==> src/rtl/corescore_stream_arbiter.sv <==
// Packet-granular round-robin arbiter: NUM_SOURCES byte streams share one
// AXI-Stream sink; a grant is held from first beat until the tlast beat is accepted.
module corescore_stream_arbiter #(
  parameter int unsigned NUM_SOURCES = 4,
  localparam int unsigned GW = (NUM_SOURCES > 1) ? $clog2(NUM_SOURCES) : 1
) (
  input  logic                     i_clk,
  input  logic                     i_rst_n,
  input  logic [8*NUM_SOURCES-1:0] i_tdata,
  input  logic [NUM_SOURCES-1:0]   i_tlast,
  input  logic [NUM_SOURCES-1:0]   i_tvalid,
  output logic [NUM_SOURCES-1:0]   o_tready,
  output logic [7:0]               o_tdata,
  output logic                     o_tlast,
  output logic                     o_tvalid,
  input  logic                     i_tready,
  output logic [GW-1:0]            o_grant,
  output logic                     o_busy,
  output logic [15:0]              o_pkt_cnt
);

  typedef enum logic {
    ST_IDLE   = 1'b0,
    ST_LOCKED = 1'b1
  } state_t;

  state_t          r_state;
  logic [GW-1:0]   r_grant;
  logic [GW-1:0]   r_ptr;
  logic [15:0]     r_pkt_cnt;

  logic [7:0]      w_tdata_arr [NUM_SOURCES];
  logic            w_found;
  logic [GW-1:0]   w_sel;
  logic            w_locked;
  logic [7:0]      w_cur_data;
  logic            w_cur_valid;
  logic            w_cur_last;
  logic            w_last_xfer;
  logic [GW-1:0]   w_ptr_next;

  // Unpack the flat per-source data bus.
  for (genvar g = 0; g < NUM_SOURCES; g++) begin : g_unpack
    assign w_tdata_arr[g] = i_tdata[8*g+7:8*g];
  end

  // Round-robin search: first requester at ptr, ptr+1, ... mod NUM_SOURCES.
  always_comb begin
    w_found = 1'b0;
    w_sel   = '0;
    for (int unsigned k = 0; k < NUM_SOURCES; k++) begin
      for (int unsigned s = 0; s < NUM_SOURCES; s++) begin
        if (!w_found && i_tvalid[GW'(s)] &&
            (s == ((32'(r_ptr) + k) % NUM_SOURCES))) begin
          w_found = 1'b1;
          w_sel   = GW'(s);
        end
      end
    end
  end

  assign w_locked    = (r_state == ST_LOCKED);
  assign w_cur_data  = w_tdata_arr[r_grant];
  assign w_cur_valid = i_tvalid[r_grant];
  assign w_cur_last  = i_tlast[r_grant];
  assign w_last_xfer = w_locked && w_cur_valid && i_tready && w_cur_last;
  assign w_ptr_next  = (r_grant == GW'(NUM_SOURCES - 1)) ? '0 : r_grant + GW'(1);

  // Zero-latency pass-through of the granted source while locked.
  always_comb begin
    o_tvalid = 1'b0;
    o_tlast  = 1'b0;
    o_tdata  = '0;
    o_tready = '0;
    if (w_locked) begin
      o_tvalid = w_cur_valid;
      o_tlast  = w_cur_last;
      o_tdata  = w_cur_data;
      o_tready = NUM_SOURCES'(i_tready) << r_grant;
    end
  end

  assign o_busy    = w_locked;
  assign o_grant   = r_grant;
  assign o_pkt_cnt = r_pkt_cnt;

  always_ff @(posedge i_clk or negedge i_rst_n) begin
    if (!i_rst_n) begin
      r_state   <= ST_IDLE;
      r_grant   <= '0;
      r_ptr     <= '0;
      r_pkt_cnt <= '0;
    end else begin
      case (r_state)
        ST_IDLE: begin
          if (w_found) begin
            r_grant <= w_sel;
            r_state <= ST_LOCKED;
          end
        end
        ST_LOCKED: begin
          if (w_last_xfer) begin
            r_state   <= ST_IDLE;
            r_ptr     <= w_ptr_next;
            r_pkt_cnt <= r_pkt_cnt + 16'd1;
          end
        end
        default: r_state <= ST_IDLE;
      endcase
    end
  end

endmodule

==> config.mk <==
export PLATFORM = sky130hd
export DESIGN_NAME = corescore_stream_arbiter
export DESIGN_NICKNAME = d
export VERILOG_FILES = /design/src/rtl/corescore_stream_arbiter.sv
export SDC_FILE = /design/constraint.sdc
export NUM_CORES = 1
export LEC_CHECK = 0
export BUFFER_PORTS_ARGS = -buffer_cell sky130_fd_sc_hd__buf_2
export CAP_MARGIN = 15
export CELL_PAD_IN_SITES_DETAIL_PLACEMENT = 0
export CELL_PAD_IN_SITES_GLOBAL_PLACEMENT = 2
export CORE_MARGIN = 2
export CORE_UTILIZATION = 26
export CTS_CLUSTER_SIZE = 25
export DETAILED_ROUTE_END_ITERATION = 6
export HOLD_SLACK_MARGIN = 0.02
export PLACE_DENSITY = 0.85
export SLEW_MARGIN = 25
export SYNTH_ARGS = -nofsm -noshare
export SYNTH_HDL_FRONTEND = slang
export SYNTH_SLANG_ARGS = --single-unit
==> constraint.sdc <==
create_clock -name i_clk -period 2.2 [get_ports i_clk]
set_clock_uncertainty 0.1 [all_clocks]
set_input_delay 0.22 -clock i_clk [delete_from_list [all_inputs] [get_ports i_clk]]
set_output_delay 0.22 -clock i_clk [all_outputs]
set_load 0.1 [all_outputs]
; ---- After elaboration in Yosys (flattened, before gate mapping)
; Cells that the tools add are included.
[totals]
regBits = 21
in_bits = 43
out_inout_bits = 33
wordCells = 128
[op_classes]
n_addsub = 5
magnitude_cmp = 2
n_eq_ne = 13
shift = 1
muxes = 46
n_bitwise = 2
n_reduce_logical = 55
[op_table]
columns = op, count
row1 = $logic_not A32 Y1, 4
row2 = $logic_and A1 B1 Y1, 34
row3 = $mux W2, 15
row4 = $mux W8, 3
row5 = $mux W1, 23
row6 = $add A16 B1 Y16 const B, 1
row7 = $bmux W8 S2, 1
row8 = $eq A2 B2 Y1 const A, 8
row9 = $logic_not A1 Y1, 15
row10 = $eq A1 B2 Y1 const A, 4
row11 = $add A2 B1 Y2 const B, 2
row12 = $add A2 B2 Y2 const B, 2
row13 = $bmux W1 S2, 2
row14 = $mux W4, 1
row15 = $reduce_and A2 Y1, 2
row16 = $shl A1 B2 Y4, 1
row17 = $ge A3 B3 Y1 const B, 1
row18 = $lt A2 B3 Y1 const B, 1
row19 = $not A2 Y3, 1
row20 = $eq A2 B2 Y1 const B, 1
row21 = $pmux W1 S2, 1
row22 = $not A1 Y1, 1

; ---- Depth between registers and ports, before layout
[logic_depth]
ltp_word = 65
mapped_depth = 6
ltp_nobuf = 4

; ---- Worst setup path before layout
; Ideal clock, no wire load.
[synth_path]
path_type = register -> output
from = register r_state, in the netlist o_busy
to = output port o_tready[0]
arrival_time_ns = 3.534
t_required_ns = 1.880
setup_slack_ns = -1.654
path_stages_with_launch = 3
n_path_buf = 0
cell_sequence = dfrtp_1 and2_2 nor3b_1
[synth_between]
elab_chain_cells = 1
[synth_lines]
columns = element, line
row1 = "start, declared", 27  ; state_t r_state;
row2 = "start signal, assigned", 89  ; r_state <= ST_IDLE;
row3 = "start signal, assigned", 98  ; r_state <= ST_LOCKED;
row4 = "start signal, assigned", 103  ; r_state <= ST_IDLE;
row5 = $mux W4, 75  ; if (w_locked) begin
row6 = "end, declared", 12  ; output logic [NUM_SOURCES-1:0] o_tready,
; No other way between the ends.

; ---- Final worst setup path
[layout_path]
from = register r_grant[0], in the netlist o_grant[0]
to = output port o_tdata[2]
[layout_between]
elab_chain_cells = 5
[layout_lines]
columns = element, line
row1 = "start, declared", 28  ; logic [GW-1:0] r_grant;
row2 = "start signal, assigned", 97  ; r_grant <= w_sel;
row3 = $not A2 Y3 (implied by the code), 63  ; assign w_cur_data = w_tdata_arr[r_grant];
row4 = $bmux W8 S2, 63
row5 = $mux W8 (implied by the code) (2 in series), 63
row6 = $mux W8, 75
row7 = "end, declared", 13  ; output logic [7:0] o_tdata,
; No other way between the ends. The select of a mux whose other input is x is not followed.

==> qor_table.md <==
| Item | This run | Unit |
|:---|:---|:---|
| Status | finished clean | - |
| Post-route DRC | 0 | - |
| Width of the die | 78.6 | µm |
| Synth-to-Final Area Change | 45.3 | % |
| Main combinational cell family by area after synthesis | simple AND/OR/NAND/NOR gates | - |
| Critical Path Fanout Max | 4 | - |
| Source-to-sink clock delay at the later pin of the worst-skew pair | 260 | ps |
| DR vias/cell | 4.69 | - |
| Gate count of the mapped netlist | 131 | - |
| CP endpoint kind | output pin | - |
| Final min period | 2150 | ps |
| Sum of net half-perimeters after detailed placement | 2.72 | mm |
| Core ar. | 5440 | µm² |
| Total of endpoints with negative setup slack in the final report | 0 | - |
| Worst EP required | 1880 | ps |
| Family with the most delay on the worst path | multiplexers | - |
| Avg Inst Size Synth | 11.0 | µm² |
| Synth Warn # | 0 | - |
| DRT antenna net count | 0 | - |
| Global-route wire length before repair | 6.09 | mm |
| Data arrival, critical path | 1830 | ps |
| Overall overflow remaining after global route | 0 | - |
| Sequential cell area fraction in the yosys report | 36.3 | % |
| Number of hold violations in the final report | 0 | - |
| Peak Freq | 0.464 | GHz |
| CTS tree | done | - |
| Critical path type | register to output pin | - |
| Wire length after detailed routing | 3.53 | mm |
| Count of standard-cell rows | 27 | - |
| Reg2reg path depth | 5 | - |
| Count of TritonRoute iterations in the first routing pass | 4 | - |
| Most frequent standard cell in the layout excluding fill and tap cells | sky130_fd_sc_hd__buf_2 | - |
| Parity-gate share of the synthesized area counting xor and xnor cells | 9.08 | % |
| Clock sink total | 21 | - |
| Reported max-cap violation count | 0 | - |
| Initial core utilization | 26.6 | % |
| Via count of the first global-routing pass | 1300 | - |
| Adder and majority gate portion of the synthesized area | 1.73 | % |
| Count of flip-flops with a built-in enable after synthesis | 0 | - |
| Die outline area | 6180 | µm² |
| Critical path launch point type | register | - |
| Die Span Y | 78.6 | µm |
| Post-Synthesis Cell Area | 1450 | µm² |
| CP Depth | 4 | - |
| Number of buffers created by CTS | 3 | - |
| Total routing resource utilization after global routing | 12.0 | % |
| Most used flip-flop cell after synthesis | sky130_fd_sc_hd__dfrtp_1 | - |
| Routed WL per cell | 12.4 | µm |
| Antenna cells | 0 | - |
| Hold-critical path depth | 3 | - |
| Class of the tightest hold or removal check | input port to register | - |
| Count of buffers from port buffering | 75 | - |
| Initial antenna violation count | 0 | - |
| Relative slew slack | 67.5 | % |
| Total Nets Final | 258 | - |
| Commonest cells after routing, fill and taps aside | sky130_fd_sc_hd__buf_2 (67), sky130_fd_sc_hd__nand2_1 (16), sky130_fd_sc_hd__dfrtp_1 (14), sky130_fd_sc_hd__xor2_1 (8) | - |
| Fill cell total of the finished layout | 555 | - |
| Synth Register Bits | 21 | - |
| Reg clk slew, reported paths | 80 | ps |
| Complex-gate fraction of the synthesized area | 6.49 | % |
| Number of buffers between clock root and the deepest sink | 2 | - |
| Number of DRC markers after the initial detailed-route iteration | 53 | - |
| Fraction of final layout cells sized beyond drive strength 1 | 56.6 | % |
| Post-synthesis simple-gate area fraction | 25.0 | % |
| Async set-reset flop share out of synthesis | 100 | % |
| H-tree level count | 1 | - |
| Clock tree root buffer cell | sky130_fd_sc_hd__clkbuf_8 | - |
| Critical path cell sequence | buf_12 -> mux4_1 -> and2_2 -> clkbuf_4 | - |
| IO Count | 76 | - |
| Synth Net Count | 176 | - |
| Actual transition at the worst max-transition pin | 490 | ps |
| Routed vias | 1333 | - |
| Number of buffer and inverter instances along the worst setup path | 2 | - |
| Cell with the largest stage delay on the worst path | sky130_fd_sc_hd__mux4_1 | - |
| Fin crit share | 97.9 | % |
| Fraction of synthesized area in multiplexers | 17.4 | % |
| Setup total negative slack | 0 | ps |
| Biggest cell delay along the critical path | 520 | ps |
| Maximum number of pins on one net before global-route repair | 22 | - |
| Count of pins over their slew limit | 0 | - |
| Final weighted congestion in routability-driven placement | 0.702 | - |
| Number of unique standard cell types used by synthesis | 37 | - |
[through the flow]
| step | area (µm²) | setup slack, ps | hold slack (ps) | utilization (%) | instances |
|---|---|---|---|---|---|
| global route | 2100 | -8.65 | 265 | 38.6 | 284 |
| floorplan | 1500 | 13.1 | -176 | - | 131 |
| CTS | 2040 | 1.53 | 244 | 37.5 | 281 |
| detailed placement | 1930 | 177 | 105 | 35.4 | 273 |
| finish | 2100 | 45.8 | 253 | 38.6 | 284 |
| global placement | 1930 | 180 | 104 | 35.4 | 273 |
[logic make-up after synthesis]
logic type	after synthesis
muxes	11
AOI/OAI and AO/OA	12
and+or+nand+nor	61
buffers and inverters	9
DFF	21
xor gates and xnor gates	15
adders and majority gates	2
[metal layers]
| layer | track usage, % | share of wire, % |
|---|---|---|
| met5 | 0 | 0 |
| met2 | 21.1 | 52 |
| met4 | 2.28 | 0.48 |
| met1 | 15.4 | 43 |
| met3 | 2.18 | 4.4 |
[final timing paths]
kind,start,endpoint,slack (ps)
setup / recovery,o_grant[0],o_tdata[2],50
hold / removal,i_tvalid[1],o_grant[0],250
setup reg to reg,o_grant[0],o_pkt_cnt[5],230
hold reg to reg,o_pkt_cnt[15],o_pkt_cnt[15],370
max in group asynchronous,i_rst_n,o_grant[0],1300
min in group asynchronous,i_rst_n,r_ptr[0],340
[final cells by class]
cell class	instances	area [µm²]	area share, %
clock buffer	3	41.3	1.96
clock inverter	1	5.00	0.238
inverter	3	11.3	0.536
multi-input combinational	101	905	43.0
sequential	21	539	25.7
tap	72	90.1	4.29
timing repair buffer	83	510	24.3
[worst reg2reg max path: stages (launching register included)]
cell and delay (ps):
sky130_fd_sc_hd__dfrtp_4 510, sky130_fd_sc_hd__buf_12 150, sky130_fd_sc_hd__mux4_2 380, sky130_fd_sc_hd__nand3_4 170
sky130_fd_sc_hd__or3_1 420, sky130_fd_sc_hd__xnor2_1 130
[cells in the mapped netlist (2+ instances only)]
| library cell | count | share of area, % |
|---|---|---|
| sky130_fd_sc_hd__nand2_1 | 16 | 4.2 |
| sky130_fd_sc_hd__o22a_1 | 2 | 1.2 |
| sky130_fd_sc_hd__xnor2_1 | 7 | 4.2 |
| sky130_fd_sc_hd__mux4_1 | 4 | 7.3 |
| sky130_fd_sc_hd__nand4_1 | 5 | 2.2 |
| sky130_fd_sc_hd__a32o_1 | 2 | 1.4 |
| sky130_fd_sc_hd__mux4_2 | 6 | 9.3 |
| sky130_fd_sc_hd__clkbuf_1 | 2 | 0.52 |
| sky130_fd_sc_hd__xor2_1 | 8 | 4.8 |
| sky130_fd_sc_hd__and2_1 | 10 | 4.3 |
| sky130_fd_sc_hd__and3_1 | 3 | 1.3 |
| sky130_fd_sc_hd__nor3_2 | 4 | 2.8 |
| sky130_fd_sc_hd__nand2b_1 | 2 | 0.86 |
| sky130_fd_sc_hd__nor3_1 | 4 | 1.4 |
| sky130_fd_sc_hd__nor4_1 | 2 | 0.86 |
| sky130_fd_sc_hd__o21ai_0 | 2 | 0.69 |
| sky130_fd_sc_hd__ha_1 | 2 | 1.7 |
| sky130_fd_sc_hd__dfrtp_1 | 21 | 36 |
| sky130_fd_sc_hd__nand3_1 | 5 | 1.7 |
| sky130_fd_sc_hd__nor2_1 | 3 | 0.78 |
| sky130_fd_sc_hd__inv_1 | 3 | 0.78 |
| sky130_fd_sc_hd__buf_6 | 3 | 2.3 |
[timing repair]
action,in CTS,in global routing
hold endpoints to repair,21,0
gates resized for setup,3,15
setup endpoints to repair,6,9
hold buffers,1,0
buffers inserted,3,3
[state kept, by name (all words and copies together) (netlist names)]
name and count:
o_grant 2, o_pkt_cnt 16, o_busy 1, r_ptr 2
Power is left out: the tool's default activity adds up to more than one toggle a clock period on the data nets, which glitch-free logic cannot reach.
